==> src/rtl/pwm_pkg.sv <==
// Shared definitions for the breathing-LED envelope generator: FSM state
// encodings, the default PWM period, and the common "fade one step" rule.
package pwm_pkg;

  typedef enum logic [2:0] {
    ST_IDLE    = 3'd0,
    ST_RISE    = 3'd1,
    ST_HOLD_HI = 3'd2,
    ST_FALL    = 3'd3,
    ST_HOLD_LO = 3'd4
  } state_t;

  // Constant period handed to the downstream 8-bit PWM.
  localparam logic [7:0] PERIOD_DEFAULT = 8'd254;

  // Result of one downward step of the envelope.
  typedef struct packed {
    state_t     state;
    logic [7:0] duty;
  } fall_step_t;

  // One FALL tick: decrement while above zero, otherwise move on to the low
  // dwell. Also used when a stop request cuts a rise or peak dwell short, so
  // the envelope leaves the peak side without any jump in duty.
  function automatic fall_step_t fall_step(input logic [7:0] duty);
    fall_step_t r;
    if (duty == 8'd0) begin
      r.state = ST_HOLD_LO;
      r.duty  = 8'd0;
    end else begin
      r.state = ST_FALL;
      r.duty  = duty - 8'd1;
    end
    return r;
  endfunction

endpackage

==> src/rtl/pwm_breath_tick_div.sv <==
// Step divider: produces a one-cycle tick every (div+1) clocks. Held at zero
// while clr is high so the first tick after a start lands div+1 clocks later.
module tick_div
  #(
    parameter int unsigned DIV_W = 24
  ) (
    input  logic             clk,
    input  logic             rst,
    input  logic             clr,
    input  logic [DIV_W-1:0] div,
    output logic             tick
  );

  logic [DIV_W-1:0] div_cnt_r;
  logic             wrap_s;

  // A divisor lowered below the running count restarts the count instead of
  // letting it run all the way round the counter width.
  assign wrap_s = (div_cnt_r >= div);
  assign tick   = (!clr) && (div_cnt_r == div);

  // Divider count: 0..div then back to 0, parked at 0 while cleared.
  always_ff @(posedge clk or posedge rst) begin
    if (rst) begin
      div_cnt_r <= {DIV_W{1'b0}};
    end else if (clr) begin
      div_cnt_r <= {DIV_W{1'b0}};
    end else if (wrap_s) begin
      div_cnt_r <= {DIV_W{1'b0}};
    end else begin
      div_cnt_r <= div_cnt_r + {{(DIV_W-1){1'b0}}, 1'b1};
    end
  end

endmodule

==> src/rtl/pwm_breath.sv <==
// Breathing envelope generator: ramps a PWM duty from 0 up to a latched peak,
// dwells, ramps back to 0 and dwells again, one step per divider tick.
// Dropping en finishes the current breath gracefully on the falling side.
module pwm_breath
  import pwm_pkg::*;
  #(
    parameter logic [7:0]  PERIOD = PERIOD_DEFAULT,
    parameter int unsigned DIV_W  = 24
  ) (
    input  logic             clk,
    input  logic             rst,
    input  logic             en,
    input  logic [DIV_W-1:0] step_div,
    input  logic [7:0]       max_duty,
    input  logic [7:0]       hold_steps,
    output logic [7:0]       duty,
    output logic [7:0]       period,
    output logic             busy,
    output logic             cycle_done
  );

  state_t     state_r;
  logic [7:0] duty_r;
  logic [7:0] hold_cnt_r;
  logic [7:0] max_q_r;
  logic [7:0] hold_q_r;
  logic       busy_r;
  logic       cycle_done_r;
  logic       tick_s;
  logic       clr_s;
  fall_step_t fade_s;

  // The divider only runs while a breath is in progress.
  assign clr_s  = (state_r == ST_IDLE);
  assign fade_s = fall_step(duty_r);

  tick_div #(
    .DIV_W (DIV_W)
  ) u_tick_div (
    .clk  (clk),
    .rst  (rst),
    .clr  (clr_s),
    .div  (step_div),
    .tick (tick_s)
  );

  // Envelope sequencer: advances one step per tick; shape is latched only at
  // breath start so mid-breath input changes wait for the next breath.
  always_ff @(posedge clk or posedge rst) begin
    if (rst) begin
      state_r      <= ST_IDLE;
      duty_r       <= 8'd0;
      hold_cnt_r   <= 8'd0;
      max_q_r      <= 8'd0;
      hold_q_r     <= 8'd0;
      busy_r       <= 1'b0;
      cycle_done_r <= 1'b0;
    end else begin
      cycle_done_r <= 1'b0;
      case (state_r)
        ST_IDLE: begin
          duty_r     <= 8'd0;
          hold_cnt_r <= 8'd0;
          if (en) begin
            max_q_r  <= max_duty;
            hold_q_r <= hold_steps;
            state_r  <= ST_RISE;
            busy_r   <= 1'b1;
          end else begin
            busy_r   <= 1'b0;
          end
        end

        ST_RISE: begin
          if (tick_s) begin
            if (!en) begin
              // Stop request: this tick already behaves as a falling step.
              state_r    <= fade_s.state;
              duty_r     <= fade_s.duty;
              hold_cnt_r <= 8'd0;
            end else if (duty_r >= max_q_r) begin
              duty_r     <= max_q_r;
              hold_cnt_r <= 8'd0;
              state_r    <= ST_HOLD_HI;
            end else begin
              duty_r     <= duty_r + 8'd1;
            end
          end
        end

        ST_HOLD_HI: begin
          if (tick_s) begin
            if (!en) begin
              state_r    <= fade_s.state;
              duty_r     <= fade_s.duty;
              hold_cnt_r <= 8'd0;
            end else if (hold_cnt_r == hold_q_r) begin
              state_r    <= ST_FALL;
            end else begin
              hold_cnt_r <= hold_cnt_r + 8'd1;
            end
          end
        end

        ST_FALL: begin
          if (tick_s) begin
            state_r    <= fade_s.state;
            duty_r     <= fade_s.duty;
            hold_cnt_r <= 8'd0;
          end
        end

        ST_HOLD_LO: begin
          if (tick_s) begin
            if (hold_cnt_r == hold_q_r) begin
              cycle_done_r <= 1'b1;
              hold_cnt_r   <= 8'd0;
              if (en) begin
                max_q_r  <= max_duty;
                hold_q_r <= hold_steps;
                state_r  <= ST_RISE;
                busy_r   <= 1'b1;
              end else begin
                state_r  <= ST_IDLE;
                busy_r   <= 1'b0;
              end
            end else begin
              hold_cnt_r <= hold_cnt_r + 8'd1;
            end
          end
        end

        default: begin
          state_r    <= ST_IDLE;
          duty_r     <= 8'd0;
          hold_cnt_r <= 8'd0;
          busy_r     <= 1'b0;
        end
      endcase
    end
  end

  assign duty       = duty_r;
  assign busy       = busy_r;
  assign cycle_done = cycle_done_r;
  assign period     = PERIOD;

endmodule

==> config.mk <==
export PLATFORM = sky130hd
export DESIGN_NAME = pwm_breath
export DESIGN_NICKNAME = d
export VERILOG_FILES = /design/src/rtl/pwm_pkg.sv /design/src/rtl/pwm_breath_tick_div.sv /design/src/rtl/pwm_breath.sv
export SDC_FILE = /design/constraint.sdc
export NUM_CORES = 1
export LEC_CHECK = 0
export CORE_ASPECT_RATIO = 0.75
export CORE_MARGIN = 3
export CORE_UTILIZATION = 50
export DETAILED_ROUTE_END_ITERATION = 10
export PLACE_DENSITY = 0.82
export SETUP_SLACK_MARGIN = 0.02
export SYNTH_ARGS = -nofsm -noshare
export SYNTH_HDL_FRONTEND = slang
export SYNTH_SLANG_ARGS = --single-unit
==> constraint.sdc <==
create_clock -name clk -period 3.9 [get_ports clk]
set_clock_uncertainty 0.1 [all_clocks]
set_input_delay 0.975 -clock clk [delete_from_list [all_inputs] [get_ports clk]]
set_output_delay 0.975 -clock clk [all_outputs]
set_load 0.02 [all_outputs]
Yosys cells after proc, flatten, opt, wreduce, memory -nomap -nowiden
Cells that the tools add are included.
{ "word_totals": {"register_bits": 61, "in_bits": 43, "output_inout_bits": 18, "wordCells": 90} }
{ "classes": {"n_addsub": 4, "magnitude_cmp": 2, "n_eq_ne": 16, "muxes": 47, "bitwise_logic": 2, "reduce_logical": 11} }
{ "ops": {"columns": ["cell", "count"], "rows": [
  ["2-to-1 mux 8 bit", 21],
  ["one-hot mux 8 bit (4 select lines)", 2],
  ["2-to-1 mux 24 bit", 2],
  ["one-hot mux 8 bit (2 select lines)", 2],
  ["2-to-1 mux 3 bit", 10],
  ["adder 24 x 1 -> 24 bit, second input constant", 1],
  ["== test 24 bit", 1],
  [">= comparator 24 bit", 1],
  ["adder 8 x 1 -> 8 bit, second input constant", 2],
  ["one-hot mux 3 bit (5 select lines)", 1],
  ["inequality test 2 bit, second input constant", 7],
  ["2-to-1 mux 11 bit", 1],
  ["inequality test 3 bit, second input constant", 3],
  ["== test 8 bit", 1],
  [">= comparator 8 bit", 1],
  ["logical NOT 8 bit", 1],
  ["AND reduction 8 bit", 1],
  ["subtractor 8 x 1 -> 8 bit, second input constant", 1],
  ["2-to-1 mux 1 bit", 7],
  ["== test 3 x 2 -> 1 bit, second input constant", 2],
  ["AND reduction 3 bit", 2],
  ["AND reduction 6 bit", 1],
  ["AND reduction 5 bit", 1],
  ["== test 3 x 1 -> 1 bit, second input constant", 1],
  ["8 further kinds", 9]
]} }

Depth between registers and ports, before layout
Gate-level depths: netlist of the first run.
{ "logic_depth": {"depth_word": 5, "mapped_depth": 11} }

Hierarchy
Synthesis of the first run repeated with hierarchy kept, for this count alone.
{ "hier_totals": {"hier_cells": 473, "hier_area_um2": 4259.1} }
{ "modules_own_cells": {"columns": ["mod", "instances", "cells_per_inst", "area_per_inst_um2", "seq_area_each_um2"], "rows": [
  ["pwm_breath", 1, 272, 2482.4, 925.9],
  ["tick_div", 1, 201, 1776.7, 600.6]
]} }

Worst setup path before layout of the first run
No wires, ideal clock.
{ "synth_path": {"path_type": "in2reg", "start": "input port step_div[21]", "end": "register hold_q_r[0]", "setup_ns": 0.125, "arrival_time_ns": 3.008, "path_slack_ns": 0.667, "stages": 11, "path_cell_list": "inv_1 -> ha_1 -> nand4_2 -> nor4_4 -> and2_1 -> buf_6 -> nand2_4 -> a211o_1 -> buf_6 -> buf_12 -> mux2_4"} }
{ "synth_via": {"elab_chain_cells": 4} }
{ "synth_rtl": {"columns": ["item", "line", "rtl"], "rows": [
  ["start: declaration", "pwm_breath.sv:13", "input logic [DIV_W-1:0] step_div,"],
  ["== test 24 bit", "pwm_breath_tick_div.sv:20", "assign tick = (!clr) && (div_cnt_r == div);"],
  ["logical AND 1 bit", "pwm_breath_tick_div.sv:20", null],
  ["inequality test 2 bit (no source line)", null, null],
  ["AND reduction 3 bit (no source line)", null, null],
  ["end signal: assignment", "pwm_breath.sv:66", "hold_q_r <= hold_steps;"],
  ["end signal: assignment", "pwm_breath.sv:120", "hold_q_r <= hold_steps;"],
  ["end: declaration", "pwm_breath.sv:26", "logic [7:0] hold_q_r;"]
]} }
Every way passes these cells.
A chain may end at the register's enable or synchronous reset.

Worst setup path in the final report of the first run
{ "layout_path": {"start": "input port step_div[21]", "end": "register hold_q_r[2]"} }
Same word-level chain as after synthesis.

==> flow_summary.yaml, run 1 <==
setup_path:
  critPathRequiredTime_ns: 4.01
  r2r_slack_ns: 1.01
  reg2regPathDepth: 8
  max_stage_delay_ns: 0.45
  worst_r2r_endpoint: "hold_cnt_r[3]$_DFFE_PP0P_"
  critPathCapture: "hold_q_r[2]$_DFFE_PP0P_"
  crit_type: "input port to register"
  worstSetupStartpoint: "step_div[21]"
  worst_setup_path_start_kind: "input port"
  cp_max_fo: 16
  r2r_start: "duty[0]$_DFFE_PP0P_"
  slowest_stage: "clkdlybuf4s50_1"
  arrival_ns: 3.55
  end_kind: "register"
  cp_cell_sequence: "clkdlybuf4s50_1, inv_1, ha_1, nand4_2, nor4_4, and2_1, nand2_4, a211o_1, buf_4, mux2_4"
synthesis:
  synth-seq-cells: 61
  async_reset_ff_share_pct: 100
  synthTopCellsByCount: "61 x dfrtp_1, 56 x nor2_1, 38 x inv_1"
  yosysSeqAreaShare_pct: 35.7
  synth-xor-area-share_pct: 6.96
  synthMuxAreaShare_pct: 5.82
  synth_area_leader_cell: "dfrtp_1"
  synthAdderAreaFrac_pct: 10.8
  synth-simple-area-share_pct: 20.5
  syn_area_per_cell_um2: 9.09
  synth_edf_count: 0
  dominantRegCellSynth: "dfrtp_1"
  synth_top_family_by_area: "simple AND/OR/NAND/NOR gates"
  synth.most_common_cell: "dfrtp_1"
  synthesis.area_mm2: 0.00428
  syn_inst: 471
  yosys_warnings: 0
  yosysTopAreaCellShare_pct: 35.7
  synth_compound_area_share_pct: 13.2
  synth_area_leaders: "dfrtp_1 36%, ha_1 11%, nor2_1 4.9%"
  synth_cell_types: 59
global_routing:
  overflow: 0
  grt_pass1_wl_mm: 17.0
  grt_max_degree: 32
  grt_use_total_pct: 21.5
  grt_pass1_vias: 3589
  antenna_found_initial: 0
final_layout:
  design_area_mm2: 0.00519
  final-seq-area_mm2: 0.00153
  area_growth_pct: 21.2
  nets: 605
  multi_input_area_mm2: 0.00248
  fillCellCount: 677
  antenna_cells: 0
  drive_gt1_share_pct: 9.85
timing:
  min_period_ns: 3.44
  hold_violations: 0
  fin_crit_sh_pct: 88.1
  max_freq_mhz: 291
  relSlewSlack_pct: 50.9
  whs_ns: 0.430
  setup_viol: 0
  tightest_slew_ns: 0.733
  rsz0062_at_grt: "false"
  drv_slew: 0
  fin_setup_tns_ns: 0
cts:
  cts_resized: 0
  cts-htree-levels: 3
  cts_buffer_depth: 2
  cts_tree: "done"
  cts_root_buffer: "clkbuf_16"
  cts_made_buffers: 9
  cts.sinks: 61
  insertion_delay_ns: 0.33
  cts_setup_buffers: 0
  path_clk_slew_ns: 0.05
  hold_buffers: 0
drt:
  initialDrtViolationCount: 313
  vias_per_cell: 5.68
  vias: 3597
  route.met3.wl_um: 743
  top_layer: "met4"
  wirelength_mm: 9.93
  wire_per_inst_um: 15.7
  drc: 0
  drtPass1Iterations: 5
  wl_met2_mm: 4.57
  ant_nets: 0
  m1WireLength_mm: 4.49
hold_path:
  hp-start: "hold_q_r[5]$_DFFE_PP0P_"
  hp-class: "register to register"
run:
  drv_cap: 0
place:
  dp_hpwl_mm: 7.24
  placed_area_mm2: 0.00489
  port_buffers: 52
  gp_congestion: 0.928
floorplanning:
  core_area_mm2: 0.00809
  initial_core_util_pct: 52.9
  die_x_um: 113
  dieHeight_um: 86.1
  die_area_mm2: 0.00972
  rows: 28
  io-pin-count: 61
power_and_ir_drop:
  p_per_area_mw_per_mm2: 604
  switching_share_pct: 37.5
  internal_power_mw: 1.96
  p_seq_share_pct: 31.8
  leakagePower_nw: 2.46
  power_frac_comb_pct: 42.0
  ir_worst_vdd_mv: 0.284
  clock_power_share_pct: 26.2
  power_switching_mw: 1.18
run_status:
  status: "complete, no violations"
metal layers:
metal,up-vias,global-route usage (%)
li1,1750,-
met1,1686,29.8
met2,146,34.0
met3,15,4.87
met4,0,6.22
met5,-,0
layout by cell type, fill, tap and decap left out, drive strengths merged, types with 3 or more instances in the layout:
| master | n |
|---|---|
| nand4 | 16 |
| a221o | 4 |
| nor2 | 56 |
| a21o | 7 |
| a211o | 5 |
| clkbuf | 12 |
| a31oi | 5 |
| nand3 | 21 |
| or2 | 5 |
| mux2 | 17 |
| buf | 10 |
| o2bb2ai | 3 |
| a21oi | 19 |
| nor4 | 5 |
| nand2 | 29 |
| and3 | 3 |
| dfrtp | 61 |
| o21ai | 18 |
| clkdlybuf4s50 | 52 |
| nand2b | 7 |
| conb | 8 |
| xnor2 | 17 |
| xor2 | 17 |
| inv | 38 |
| nor3 | 8 |
| o22ai | 4 |
| and4 | 5 |
| nor2b | 7 |
| ha | 37 |
metrics by stage:
step | power (mW) | setup WS [ns] | instances | utilization, %
after floorplan | 1.93 | 0.667 | 477 | -
after global placement | 2.24 | 0.213 | 619 | 60.5
after detailed placement | 2.29 | 0.152 | 619 | 60.5
after CTS | 3.13 | 0.470 | 633 | 64.1
after global routing | 3.36 | 0.323 | 633 | 64.1
final | 3.13 | 0.464 | 633 | 64.1
cell type report:
type | count | share of cell area, %
sequential | 61 | 29.4
tap | 105 | 2.53
multi-input combinational | 353 | 47.9
inverter | 38 | 2.75
timing repair buffer | 62 | 11.7
clock buffer | 12 | 4.56
clock inverter | 2 | 1.16
power by group through the flow:
stage | registers, mW | clock network (mW) | logic (mW)
3_3_place_gp | 0.997 | 0 | 1.24
2_1_floorplan | 0.951 | 0 | 0.977
4_1_cts | 0.994 | 0.830 | 1.31
6_report | 0.997 | 0.822 | 1.32
5_1_grt | 1.02 | 0.864 | 1.47
3_5_place_dp | 1.00 | 0 | 1.29
sequential cells by signal (all words and copies together) (netlist names):
signal and cells:
busy 1, hold_cnt_r 8, max_q_r 8, u_tick_div.div_cnt_r 24, duty 8, state_r 3, hold_q_r 8, cycle_done 1
critical path, delay by kind of cell:
kind	cells	cell delay, ns
multiplexers	1	0.32
buffers and inverters	3	0.72
AND/OR/NAND/NOR	4	0.90
adder cells (fa/ha/maj)	1	0.30
AO/OA/AOI/OAI	1	0.30
kinds of logic (layout without fill, tap and decap cells):
group	after synthesis	after routing
other	2	8
adder cells (fa/ha/maj)	37	37
multiplexers	19	19
buffers and inverters	63	114
XOR/XNOR	34	34
AO/OA/AOI/OAI	84	84
flip-flops	61	61
AND/OR/NAND/NOR	171	171
how the worst min path moves through the flow:
stage	to	slack [ns]	cells past startpoint
finish	hold_q_r[5]$_DFFE_PP0P_	0.43	1
detailed placement	hold_q_r[7]$_DFFE_PP0P_	0.42	1
global placement	hold_q_r[6]$_DFFE_PP0P_	0.41	1
CTS	hold_q_r[7]$_DFFE_PP0P_	0.43	1
global route	hold_q_r[7]$_DFFE_PP0P_	0.45	1
floorplan	max_q_r[7]$_DFFE_PP0P_	0.38	1
(Power assumes the default switching activity.)
==> run 2: changes to the inputs <==
Settings changed: CTS_BUF_LIST set to sky130_fd_sc_hd__clkbuf_4 sky130_fd_sc_hd__clkbuf_8 sky130_fd_sc_hd__clkbuf_16.
==> flow_summary.yaml, run 2 (synthesis gave the netlist of run 1 again) <==
final_layout:
  largest_register_ff_count: 24
  layout_common_cells: "61 x dfrtp_1, 56 x nor2_1, 52 x clkdlybuf4s50_1"
  final_cells: 633
  fillCellCount: 678
  top_register: "u_tick_div.div_cnt_r"
  area_growth_pct: 21.5
  multi_input_area_mm2: 0.00248
  layout_commonest_cell: "dfrtp_1"
  final-seq-area_mm2: 0.00153
  antenna_cells: 0
  nets: 605
  drive_gt1_share_pct: 10.4
  design_area_mm2: 0.00520
floorplanning:
  initial_core_util_pct: 52.9
  rows: 28
  core_area_mm2: 0.00809
  io-pin-count: 61
  die_x_um: 113
  die_area_mm2: 0.00972
  dieHeight_um: 86.1
hold_path:
  hp-class: "register to register"
timing:
  whs_ns: 0.429
  max_freq_mhz: 290
  rsz0062_at_grt: "false"
  hold_violations: 0
  fin_setup_tns_ns: 0
  relSlewSlack_pct: 50.9
  setup_viol: 0
  drv_slew: 0
  tightest_slew_ns: 0.733
  min_period_ns: 3.44
  fin_crit_sh_pct: 88.3
cts:
  hold_buffers: 0
  cts.sinks: 61
  cts_buffer_depth: 2
  cts-htree-levels: 3
  cts_made_buffers: 9
  cts_resized: 0
  insertion_delay_ns: 0.33
  cts_setup_buffers: 0
  path_clk_slew_ns: 0.05
  cts_tree: "done"
  cts_root_buffer: "clkbuf_16"
power_and_ir_drop:
  ir_worst_vdd_mv: 0.284
  p_total_mw: 3.16
  leakagePower_nw: 2.47
  power_frac_comb_pct: 41.8
  clock_power_share_pct: 26.6
  p_per_area_mw_per_mm2: 607
  p_seq_share_pct: 31.6
  internal_power_mw: 1.98
  switching_share_pct: 37.3
  power_switching_mw: 1.18
drt:
  wirelength_mm: 9.96
  drtPass1Iterations: 5
  wire_per_inst_um: 15.7
  ant_nets: 0
  drc: 0
  vias: 3601
  initialDrtViolationCount: 336
  vias_per_cell: 5.69
place:
  placed_area_mm2: 0.00489
  gp_congestion: 0.928
  port_buffers: 52
  placed_cells: 619
  dp_hpwl_mm: 7.24
setup_path:
  slowest_stage: "clkdlybuf4s50_1"
  max_stage_delay_ns: 0.45
  arrival_ns: 3.55
  worst_setup_path_start_kind: "input port"
  crit_type: "input port to register"
  cp_cell_sequence: "clkdlybuf4s50_1, inv_1, ha_1, nand4_2, nor4_4, and2_1, nand2_4, a211o_1, buf_4, mux2_4"
  crit_family: "simple AND/OR/NAND/NOR gates"
  worst-path-buf-inv: 3
  cp_max_fo: 16
  end_kind: "register"
  critPathRequiredTime_ns: 4.01
global_routing:
  met3_usage_pct: 4.87
  grt_pass1_vias: 3570
  met1_usage_pct: 29.9
  gr-usage-met2_pct: 33.9
  grt_busiest_layer: "met2"
  antenna_found_initial: 0
  overflow: 0
  grt_max_degree: 32
  grt_pass1_wl_mm: 17.0
  grt_use_total_pct: 21.5
run:
  drv_cap: 0
run_status:
  status: "complete, no violations"
-- run 2: worst paths after layout --
path | startpoint | endpoint | slack (ns) | depth (start not counted)
min in group asynchronous | rst | u_tick_div.div_cnt_r[16]$_DFF_PP0_ | 0.97 | 2
max in group asynchronous | rst | max_q_r[6]$_DFFE_PP0P_ | 2.13 | 3
max reg2reg | duty[0]$_DFFE_PP0P_ | hold_cnt_r[3]$_DFFE_PP0P_ | 1.00 | 8
max | step_div[21] | hold_q_r[2]$_DFFE_PP0P_ | 0.46 | 10
min | hold_q_r[5]$_DFFE_PP0P_ | hold_q_r[5]$_DFFE_PP0P_ | 0.43 | 1
min reg2reg | hold_q_r[5]$_DFFE_PP0P_ | hold_q_r[5]$_DFFE_PP0P_ | 0.43 | 1
-- run 2: layout make-up --
type                    count  area share [%]
repair buffers             62            11.7
well taps                 105            2.53
clock buffers              12            4.76
clock inverters             2            1.15
multi-input cells         353            47.8
inverters                  38            2.74
flip-flops and latches     61            29.4
-- run 2: routing by layer --
metal  share of wire (%)  routed length [um]
met1                  45                4500
met2                  46                4590
met3                 7.5                 751
met4                 1.2                 119
met5                   0                   0
-- run 2: power by group through the flow --
stage / Sequential [mW] / Combinational, mW / Clock, mW
after floorplan: 0.951 / 0.977 / 0
after global placement: 0.997 / 1.24 / 0
after detailed placement: 1.00 / 1.29 / 0
after CTS: 0.994 / 1.31 / 0.851
after global routing: 1.02 / 1.47 / 0.885
final: 0.998 / 1.32 / 0.841
-- run 2: per-stage QoR --
step | util [%] | setup WS (ns)
floorplan | - | 0.667
global placement | 60.5 | 0.213
detailed placement | 60.5 | 0.152
CTS | 64.3 | 0.462
global route | 64.3 | 0.312
finish | 64.3 | 0.457
==> run 3: changes to the inputs <==
Settings changed: SETUP_SLACK_MARGIN 0.02 to 0.1.
==> results of run 3 <==
Same layout as run 2: the final DEF is identical, and so are final timing and power.
